**src/rtl/fetch_pkg.sv**
```systemverilog
// Shared types and default constants for the IF-stage fetch sequencer.
package fetch_pkg;

  typedef enum logic [1:0] {
    BOOT     = 2'd0,
    FETCH    = 2'd1,
    HALTED   = 2'd2,
    REDIRECT = 2'd3
  } fetch_state_t;

  localparam int DEFAULT_MEMORY_ADDR_SIZE = 13;
  localparam int DEFAULT_RESET_ADDR       = 0;
  localparam int DEFAULT_PC_STEP          = 1;
  localparam int DEFAULT_TIMEOUT_CYCLES   = 16;

endpackage

```
**src/rtl/fetch_sequencer_timeout.sv**
```systemverilog
// Ack watchdog: counts consecutive unanswered request cycles and flags the
// cycle on which the limit is reached. The count drops to zero whenever count_en is low.
module fetch_timeout_counter #(
  parameter int TIMEOUT_CYCLES = 16
) (
  input  logic clk,
  input  logic rst,
  input  logic count_en,
  output logic expired_o
);

  localparam int            CW   = $clog2(TIMEOUT_CYCLES + 1);
  localparam logic [CW-1:0] LAST = CW'(TIMEOUT_CYCLES - 1);

  logic [CW-1:0] cnt_q, cnt_d;

  always_comb begin
    expired_o = count_en && (cnt_q == LAST);
    cnt_d     = '0;
    if (count_en && !expired_o) cnt_d = cnt_q + CW'(1);
  end

  always_ff @(posedge clk) begin
    if (rst) cnt_q <= '0;
    else     cnt_q <= cnt_d;
  end

endmodule

```
**src/rtl/fetch_sequencer.sv**
```systemverilog
// IF-stage PC controller: sequential advance, branch redirect, stall, halt.
// Define FETCH_TIMEOUT_EN to add the ack watchdog and the fetch_err_o port.
module fetch_sequencer
  import fetch_pkg::*;
#(
  parameter int MEMORY_ADDR_SIZE = DEFAULT_MEMORY_ADDR_SIZE,
  parameter int RESET_ADDR       = DEFAULT_RESET_ADDR,
  parameter int PC_STEP          = DEFAULT_PC_STEP
`ifdef FETCH_TIMEOUT_EN
  ,
  parameter int TIMEOUT_CYCLES   = DEFAULT_TIMEOUT_CYCLES
`endif
) (
  input  logic                        clk,
  input  logic                        rst,
  input  logic                        stall_i,
  input  logic                        branch_taken_i,
  input  logic [MEMORY_ADDR_SIZE-1:0] branch_target_i,
  input  logic                        halt_i,
  input  logic                        resume_i,
  input  logic                        imem_ack_i,
`ifdef FETCH_TIMEOUT_EN
  output logic                        fetch_err_o,
`endif
  output logic                        imem_req_o,
  output logic [MEMORY_ADDR_SIZE-1:0] pc_o,
  output logic [MEMORY_ADDR_SIZE-1:0] next_pc_o,
  output logic                        pc_en_o,
  output logic                        flush_o,
  output logic [1:0]                  state_o
);

  localparam logic [MEMORY_ADDR_SIZE-1:0] RST_PC = MEMORY_ADDR_SIZE'(RESET_ADDR);
  localparam logic [MEMORY_ADDR_SIZE-1:0] STEP   = MEMORY_ADDR_SIZE'(PC_STEP);

  fetch_state_t                state_q, state_d;
  logic [MEMORY_ADDR_SIZE-1:0] pc_q, pc_d;
  logic                        pc_en_q, pc_en_d;
  logic                        flush_q, flush_d;
  logic                        wd_expired;
  logic                        resume_ok;

`ifdef FETCH_TIMEOUT_EN
  logic wd_count;
  logic err_q, err_d;

  // Only a live, unanswered request with nothing of higher priority keeps the count going.
  assign wd_count = (state_q == FETCH) && !branch_taken_i && !halt_i
                    && !stall_i && !imem_ack_i;

  fetch_timeout_counter #(.TIMEOUT_CYCLES(TIMEOUT_CYCLES)) u_timeout (
    .clk       (clk),
    .rst       (rst),
    .count_en  (wd_count),
    .expired_o (wd_expired)
  );

  assign err_d       = err_q | wd_expired;
  assign resume_ok   = !err_q;
  assign fetch_err_o = err_q;

  always_ff @(posedge clk) begin
    if (rst) err_q <= 1'b0;
    else     err_q <= err_d;
  end
`else
  assign wd_expired = 1'b0;
  assign resume_ok  = 1'b1;
`endif

  always_comb begin
    state_d    = state_q;
    pc_d       = pc_q;
    pc_en_d    = 1'b0;
    flush_d    = 1'b0;
    imem_req_o = 1'b0;
    unique case (state_q)
      BOOT: state_d = FETCH;
      FETCH: begin
        imem_req_o = !stall_i;
        if (branch_taken_i) begin
          pc_d    = branch_target_i;
          pc_en_d = 1'b1;
          flush_d = 1'b1;
          state_d = REDIRECT;
        end else if (halt_i) begin
          state_d = HALTED;
        end else if (stall_i) begin
          state_d = FETCH;
        end else if (imem_ack_i) begin
          pc_d    = pc_q + STEP;
          pc_en_d = 1'b1;
        end else if (wd_expired) begin
          state_d = HALTED;
        end
      end
      HALTED:   if (resume_i && resume_ok) state_d = FETCH;
      REDIRECT: state_d = FETCH;
      default:  state_d = BOOT;
    endcase
  end

  always_ff @(posedge clk) begin
    if (rst) begin
      state_q <= BOOT;
      pc_q    <= RST_PC;
      pc_en_q <= 1'b0;
      flush_q <= 1'b0;
    end else begin
      state_q <= state_d;
      pc_q    <= pc_d;
      pc_en_q <= pc_en_d;
      flush_q <= flush_d;
    end
  end

  // Reflects reset so the output always names the value pc_o will hold after the edge.
  assign next_pc_o = rst ? RST_PC : pc_d;
  assign pc_o      = pc_q;
  assign pc_en_o   = pc_en_q;
  assign flush_o   = flush_q;
  assign state_o   = state_q;

endmodule

```
**config.mk**
```make
export PLATFORM = sky130hd
export DESIGN_NAME = fetch_sequencer
export DESIGN_NICKNAME = d
export VERILOG_FILES = /design/src/rtl/fetch_pkg.sv /design/src/rtl/fetch_sequencer_timeout.sv /design/src/rtl/fetch_sequencer.sv
export SDC_FILE = /design/constraint.sdc
export NUM_CORES = 1
export LEC_CHECK = 0
export ABC_AREA = 1
export CORE_MARGIN = 2
export CORE_UTILIZATION = 40
export DETAILED_ROUTE_END_ITERATION = 8
export PLACE_DENSITY = 0.78
export SYNTH_ARGS = -nofsm -noshare
export SYNTH_HDL_FRONTEND = slang
export SYNTH_SLANG_ARGS = --single-unit
```
**constraint.sdc**
```tcl
create_clock -name clk -period 3.5 [get_ports clk]
set_input_delay 0.7 -clock clk [delete_from_list [all_inputs] [get_ports clk]]
set_output_delay 0.7 -clock clk [all_outputs]
set_load 0.01 [all_outputs]
```
==> results.sh, run 1 <==
export IMPL_ctsResizeCount=0
export IMPL_critPathArrivalTime_ns=2.56
export IMPL_cts_sinks=17
export IMPL_hold_path_class="flip-flop to flip-flop"
export IMPL_cts_max_path_buffers=2
export IMPL_syn_area_per_cell_um2=6.65
export IMPL_grt_pass1_wl_um=5230
export IMPL_syn_area_um2=1110
export IMPL_die_h_um=56.7
export IMPL_final_hold_viol_count=0
export IMPL_path_clk_slew_ns=0.11
export IMPL_grt_pass1_vias=1232
export IMPL_overflow=0
export IMPL_fillers=256
export IMPL_cts_buffers=3
export IMPL_slew_headroom_pct=76.0
export IMPL_fin_skew_ns=0.00529
export IMPL_drv_cap=0
export IMPL_switching_share_pct=32.8
export IMPL_drc=0
export IMPL_ctsHoldBuffers=0
export IMPL_p_seq_share_pct=43.9
export IMPL_internal_power_uw=351
export IMPL_ys_ff_latch=17
export IMPL_clock_latency_ns=0.30
export IMPL_initial_core_util_pct=41.3
export IMPL_status="finished clean"
export IMPL_die_w_um=56.7
export IMPL_synth_seq_area_share_pct=30.7
export IMPL_vias=1296
export IMPL_final_max_slew_viol_count=0
export IMPL_multi_input_area_um2=651
export IMPL_p_sw_uw=171
export IMPL_fin_tns_setup_ns=0
export IMPL_die_area_um2=3210
export IMPL_place_congestion=0.872
export IMPL_final_nets=242
export IMPL_drt_iter0_markers=30
export IMPL_top_level_ports=51
export IMPL_htree_levels=1
export IMPL_final_core_util_pct=62.6
export IMPL_cts_setup_buffers=0
export IMPL_track_usage_pct=20.6
export IMPL_crit_required_ns=2.80
export IMPL_grt_setup_unrepaired="false"
export IMPL_dr_pass1_iters=4
export IMPL_fin_crit_sh_pct=93.2
export IMPL_ant_nets=0
export IMPL_clkPwrFrac_pct=21.5
export IMPL_endpoint_kind="output port"
export IMPL_wl_per_cell_um=12.4
export IMPL_synth_cells=167
export IMPL_critical_path_peak_fanout=4
export IMPL_pwr_share_comb_pct=34.6
export IMPL_grt_max_degree=15
export IMPL_setup_violations_final=0
export IMPL_port_buffers=50
export IMPL_final_layout_size_suffix_gt1_share_pct=13.2
export IMPL_synth_cell_types=29
export IMPL_timing_fmax_mhz=307
export IMPL_core_rowCount=19
export IMPL_crit_type="primary input to output port"
export IMPL_cts_root_buf="clkbuf_4"
export IMPL_dpl_hpwl_um=2510
export IMPL_cp_start_kind="primary input"
export IMPL_antenna_found_initial=0
export IMPL_syn_nets=188
export IMPL_vias_per_cell=5.16
export IMPL_worstMarginPinSlew_ns=0.358
export IMPL_syn_to_final_growth_pct=51.5
export IMPL_ys_warn_count=0
export IMPL_routed_wl_um=3110
export IMPL_power_density_nw_per_um2=310
export IMPL_p_leak_uw=0.000705
export IMPL_core_area_um2=2690
export IMPL_layout_min_cycle_time_ns=3.26
export IMPL_regArea_um2=340
export IMPL_vdd_ir_drop_max_uv=233
export IMPL_antenna_cells=0
export IMPL_cts_tree="done"
-- per-stage QoR --
stage	total power [µW]	worst slack (ns)	cell area, µm²	hold slack, ns	std cells
after floorplan	312	1.34	1110	0.568	167
after CTS	527	0.238	1680	0.572	251
after global placement	410	0.298	1660	0.547	247
after global routing	551	0.0893	1680	0.592	251
after detailed placement	414	0.252	1660	0.559	247
final	522	0.238	1680	0.566	251
-- logic make-up after synthesis --
| logic type | synth area share, % |
|---|---|
| compound gates | 20.3 |
| simple gates | 34.0 |
| xor+xnor | 3.16 |
| buf+inv | 10.7 |
| flops | 30.7 |
| fa+ha+maj | 1.13 |
-- per-layer routing --
| metal | vias up | routed length [µm] | track usage [%] |
|---|---|---|---|
| met4 | 0 | 57 | 9.18 |
| met2 | 56 | 1570 | 36.2 |
| met1 | 591 | 1260 | 23.9 |
| met3 | 6 | 212 | 3.69 |
| li1 | 643 | - | - |
| met5 | - | 0 | 0 |
-- layout by cell type, fill, tap and decap left out, types with 4 or more instances in the layout --
cell             Yosys  routed
a21oi_1             14      14
a21oi_2              5       5
buf_4                0       4
clkdlybuf4s50_1      0      50
dfxtp_1             17      17
inv_1               21      21
nand2_1             43      43
nand3_1              9       9
nor2_1               9       9
o21ai_0              7       7
o21ai_1              8       8
-- Yosys cell counts --
cell type / n / area share, %
clkinv_2: 1 / 0.45
dfxtp_1: 17 / 31
nor2_1: 9 / 3.0
o21bai_2: 1 / 1.0
o21ai_1: 8 / 3.6
clkbuf_1: 1 / 0.34
inv_1: 21 / 7.1
nor3_1: 1 / 0.45
nand2_4: 1 / 1.0
a21oi_1: 14 / 6.3
nand3_1: 9 / 4.1
nand3b_1: 2 / 1.4
inv_2: 3 / 1.0
nand4_1: 2 / 1.1
nor2_4: 2 / 2.0
nand2_1: 43 / 15
o21ai_2: 1 / 0.79
buf_2: 4 / 1.8
a21oi_2: 5 / 3.9
xnor2_1: 2 / 1.6
nor2_2: 2 / 1.1
nor3_4: 1 / 1.5
ha_1: 1 / 1.1
nand3_2: 3 / 2.7
o211ai_1: 1 / 0.68
o21ai_0: 7 / 3.2
a311oi_1: 1 / 0.79
xor2_1: 2 / 1.6
nand2_2: 2 / 1.1
-- layout make-up --
| class | count | area share, % |
|---|---|---|
| repair buffers | 54 | 31.5 |
| clock buffers | 4 | 1.56 |
| well taps | 31 | 2.31 |
| multi-input cells | 120 | 38.7 |
| flip-flops and latches | 17 | 20.2 |
| inverters | 25 | 5.65 |
-- state kept, by name, summed over array words and instances, names as in the netlist --
name	count
pc_o	13
flush_o	1
state_o	2
pc_en_o	1
-- worst max-delay path: stages --
cell,delay (ns)
clkdlybuf4s50_1,0.56
nand3_1,0.12
nor2_2,0.16
nand3_2,0.13
nand2_1,0.09
nand2_1,0.05
o21ai_1,0.08
nand2_1,0.06
inv_1,0.07
clkdlybuf4s50_1,0.54
-- power groups by stage --
stage	clock network, µW	registers, µW	logic [µW]
global route	123	232	196
CTS	117	229	182
floorplan	0	237	75.1
global placement	0	232	177
detailed placement	0	233	181
finish	112	229	181
-- path summary, 6_finish.rpt --
| check | slack, ns | depth (start not counted) | endpoint | from |
|---|---|---|---|---|
| worst min register to register | 0.57 | 3 | state_o[1]$_SDFFE_PP0P_ | state_o[0]$_SDFFE_PP0P_ |
| worst min-delay path | 0.57 | 3 | state_o[1]$_SDFFE_PP0P_ | state_o[0]$_SDFFE_PP0P_ |
| worst max-delay path | 0.24 | 10 | next_pc_o[9] | imem_ack_i |
| worst max register to register | 2.07 | 7 | pc_o[4]$_DFF_P_ | pc_o[0]$_DFF_P_ |
No activity file was read; power rests on OpenSTA's default activity.
==> run 2, diff against run 1 <==
--- a/config.mk
+++ b/config.mk
@@ -8,8 +8,10 @@
 export ABC_AREA = 1
 export CORE_MARGIN = 2
 export CORE_UTILIZATION = 40
+export CTS_BUF_LIST = sky130_fd_sc_hd__clkbuf_4
 export DETAILED_ROUTE_END_ITERATION = 8
 export PLACE_DENSITY = 0.78
+export SLEW_MARGIN = 20
 export SYNTH_ARGS = -nofsm -noshare
 export SYNTH_HDL_FRONTEND = slang
 export SYNTH_SLANG_ARGS = --single-unit
==> results.sh, run 2 (same netlist as run 1, synthesis figures left out) <==
export IMPL_status="finished clean"
export IMPL_stdcell_area_um2=1690
export IMPL_hold_end="state_o[1]$_SDFFE_PP0P_"
export IMPL_antenna_found_initial=0
export IMPL_port_buffers=50
export IMPL_routed_wl_um=3140
export IMPL_ant_nets=0
export IMPL_layout_min_cycle_time_ns=3.26
export IMPL_path_common_cell="nand2_1"
export IMPL_layout_commonest_cell="clkdlybuf4s50_1"
export IMPL_syn_to_final_growth_pct=51.9
export IMPL_antenna_cells=0
export IMPL_cts_buffers=3
export IMPL_p_leak_uw=0.000709
export IMPL_drt_iter0_markers=30
export IMPL_htree_levels=1
export IMPL_vdd_ir_drop_max_uv=233
export IMPL_overflow=0
export IMPL_fin_tns_setup_ns=0
export IMPL_cp_start_kind="primary input"
export IMPL_reg2reg_depth=8
export IMPL_worstHoldPathCells=3
export IMPL_critical_path_peak_fanout=4
export IMPL_fin_skew_ns=0.00235
export IMPL_core_rowCount=19
export IMPL_power_density_nw_per_um2=315
export IMPL_cpPeakStageDelay_ns=0.56
export IMPL_cts_max_path_buffers=2
export IMPL_hold_path_class="flip-flop to flip-flop"
export IMPL_vias=1285
export IMPL_cp_num_buf_inv=3
export IMPL_largest_reg_flops=13
export IMPL_core_area_um2=2690
export IMPL_clock_latency_ns=0.31
export IMPL_crit_path_top_delay_cell="clkdlybuf4s50_1"
export IMPL_final_layout_size_suffix_gt1_share_pct=13.6
export IMPL_cts_setup_buffers=0
export IMPL_crit_required_ns=2.80
export IMPL_final_hold_viol_count=0
export IMPL_final_nets=242
export IMPL_worstMarginPinSlew_ns=0.354
export IMPL_die_w_um=56.7
export IMPL_critPathArrivalTime_ns=2.56
export IMPL_crit_family="buffers and inverters"
export IMPL_final_max_slew_viol_count=0
export IMPL_die_area_um2=3210
export IMPL_rr_endpoint="pc_o[8]$_DFF_P_"
export IMPL_place_area_um2=1660
export IMPL_drc=0
export IMPL_track_usage_pct=20.7
export IMPL_grt_pass1_vias=1246
export IMPL_most_common_layout_cells="clkdlybuf4s50_1 (50), nand2_1 (43), inv_1 (21)"
export IMPL_fin_crit_sh_pct=93.2
export IMPL_setup_violations_final=0
export IMPL_cts_root_buf="clkbuf_4"
export IMPL_hold_path_startpoint="state_o[0]$_SDFFE_PP0P_"
export IMPL_cts_sinks=17
export IMPL_cts_tree="done"
export IMPL_dpl_hpwl_um=2510
export IMPL_path_clk_slew_ns=0.11
export IMPL_slew_headroom_pct=76.4
export IMPL_top_level_ports=51
export IMPL_r2r_start="pc_o[0]$_DFF_P_"
export IMPL_endpoint_kind="output port"
export IMPL_grt_pass1_wl_um=5270
export IMPL_dr_pass1_iters=4
export IMPL_grt_max_degree=15
export IMPL_place_congestion=0.872
export IMPL_die_h_um=56.7
export IMPL_crit_type="primary input to output port"
export IMPL_path_cells="clkdlybuf4s50_1 > nand3_1 > nor2_2 > nand3_2 > nand2_1 > nand2_1 > o21ai_1 > nand2_1 > inv_1 > clkdlybuf4s50_1"
export IMPL_initial_core_util_pct=41.3
export IMPL_ctsResizeCount=0
export IMPL_drv_cap=0
export IMPL_r2r_setup_slack_ns=2.07
export IMPL_vias_per_cell=5.12
export IMPL_grt_setup_unrepaired="false"
export IMPL_fillers=256
export IMPL_ctsHoldBuffers=0
export IMPL_timing_fmax_mhz=306
export IMPL_wl_per_cell_um=12.5
run 2: cell count changes in the layout (fill, tap and decap cells not counted):
cell,change
clkbuf_4,+1
clkbuf_1,-1
run 2: stage by stage:
step	cells	setup slack, ns	total power [µW]	hold WS (ns)	util [%]
after floorplan	167	1.34	312	0.568	-
after global placement	247	0.298	410	0.547	61.6
after detailed placement	247	0.252	414	0.559	61.6
after CTS	251	0.238	535	0.572	62.7
after global routing	251	0.0893	558	0.592	62.7
final	251	0.237	531	0.566	62.7
run 2: worst reg2reg max path, delay by kind of cell, from the launching register on:
family	cells	cell delay, ns
simple gates	5	0.53
buf+inv	1	0.04
compound gates	1	0.13
flops	1	0.42
fa+ha+maj	1	0.23
run 2: worst max path at each step:
| stage | depth (start not counted) | startpoint | slack [ns] | end |
|---|---|---|---|---|
| 2_1_floorplan | 4 | rst | 1.34 | next_pc_o[0] |
| 4_1_cts | 10 | imem_ack_i | 0.24 | next_pc_o[9] |
| 3_3_place_gp | 9 | halt_i | 0.30 | next_pc_o[2] |
| 5_1_grt | 10 | imem_ack_i | 0.09 | next_pc_o[9] |
| 6_report | 10 | imem_ack_i | 0.24 | next_pc_o[9] |
| 3_5_place_dp | 10 | imem_ack_i | 0.25 | next_pc_o[9] |
run 2: final cells by class:
| class | instances | area [µm²] | area share [%] |
|---|---|---|---|
| clock buffer | 4 | 30.0 | 1.78 |
| inverter | 25 | 95.1 | 5.64 |
| multi-input combinational | 120 | 651 | 38.6 |
| sequential | 17 | 340 | 20.2 |
| tap | 31 | 38.8 | 2.30 |
| timing repair buffer | 54 | 531 | 31.5 |
run 2: where the power goes:
part / switching, µW / internal [µW] / leakage [µW] / total (µW)
logic: 84.5 / 96.2 / 0.000550 / 181
clock network: 69.6 / 52.3 / 0.0000184 / 122
registers: 18.7 / 210 / 0.000140 / 229
run 2: per-layer routing:
metal / vias to the layer above / GRT usage [%] / routed length, µm
met5: - / 0 / 0
met4: 0 / 9.18 / 64
met3: 8 / 3.69 / 172
met2: 45 / 36.7 / 1590
met1: 589 / 23.9 / 1310
li1: 643 / - / -
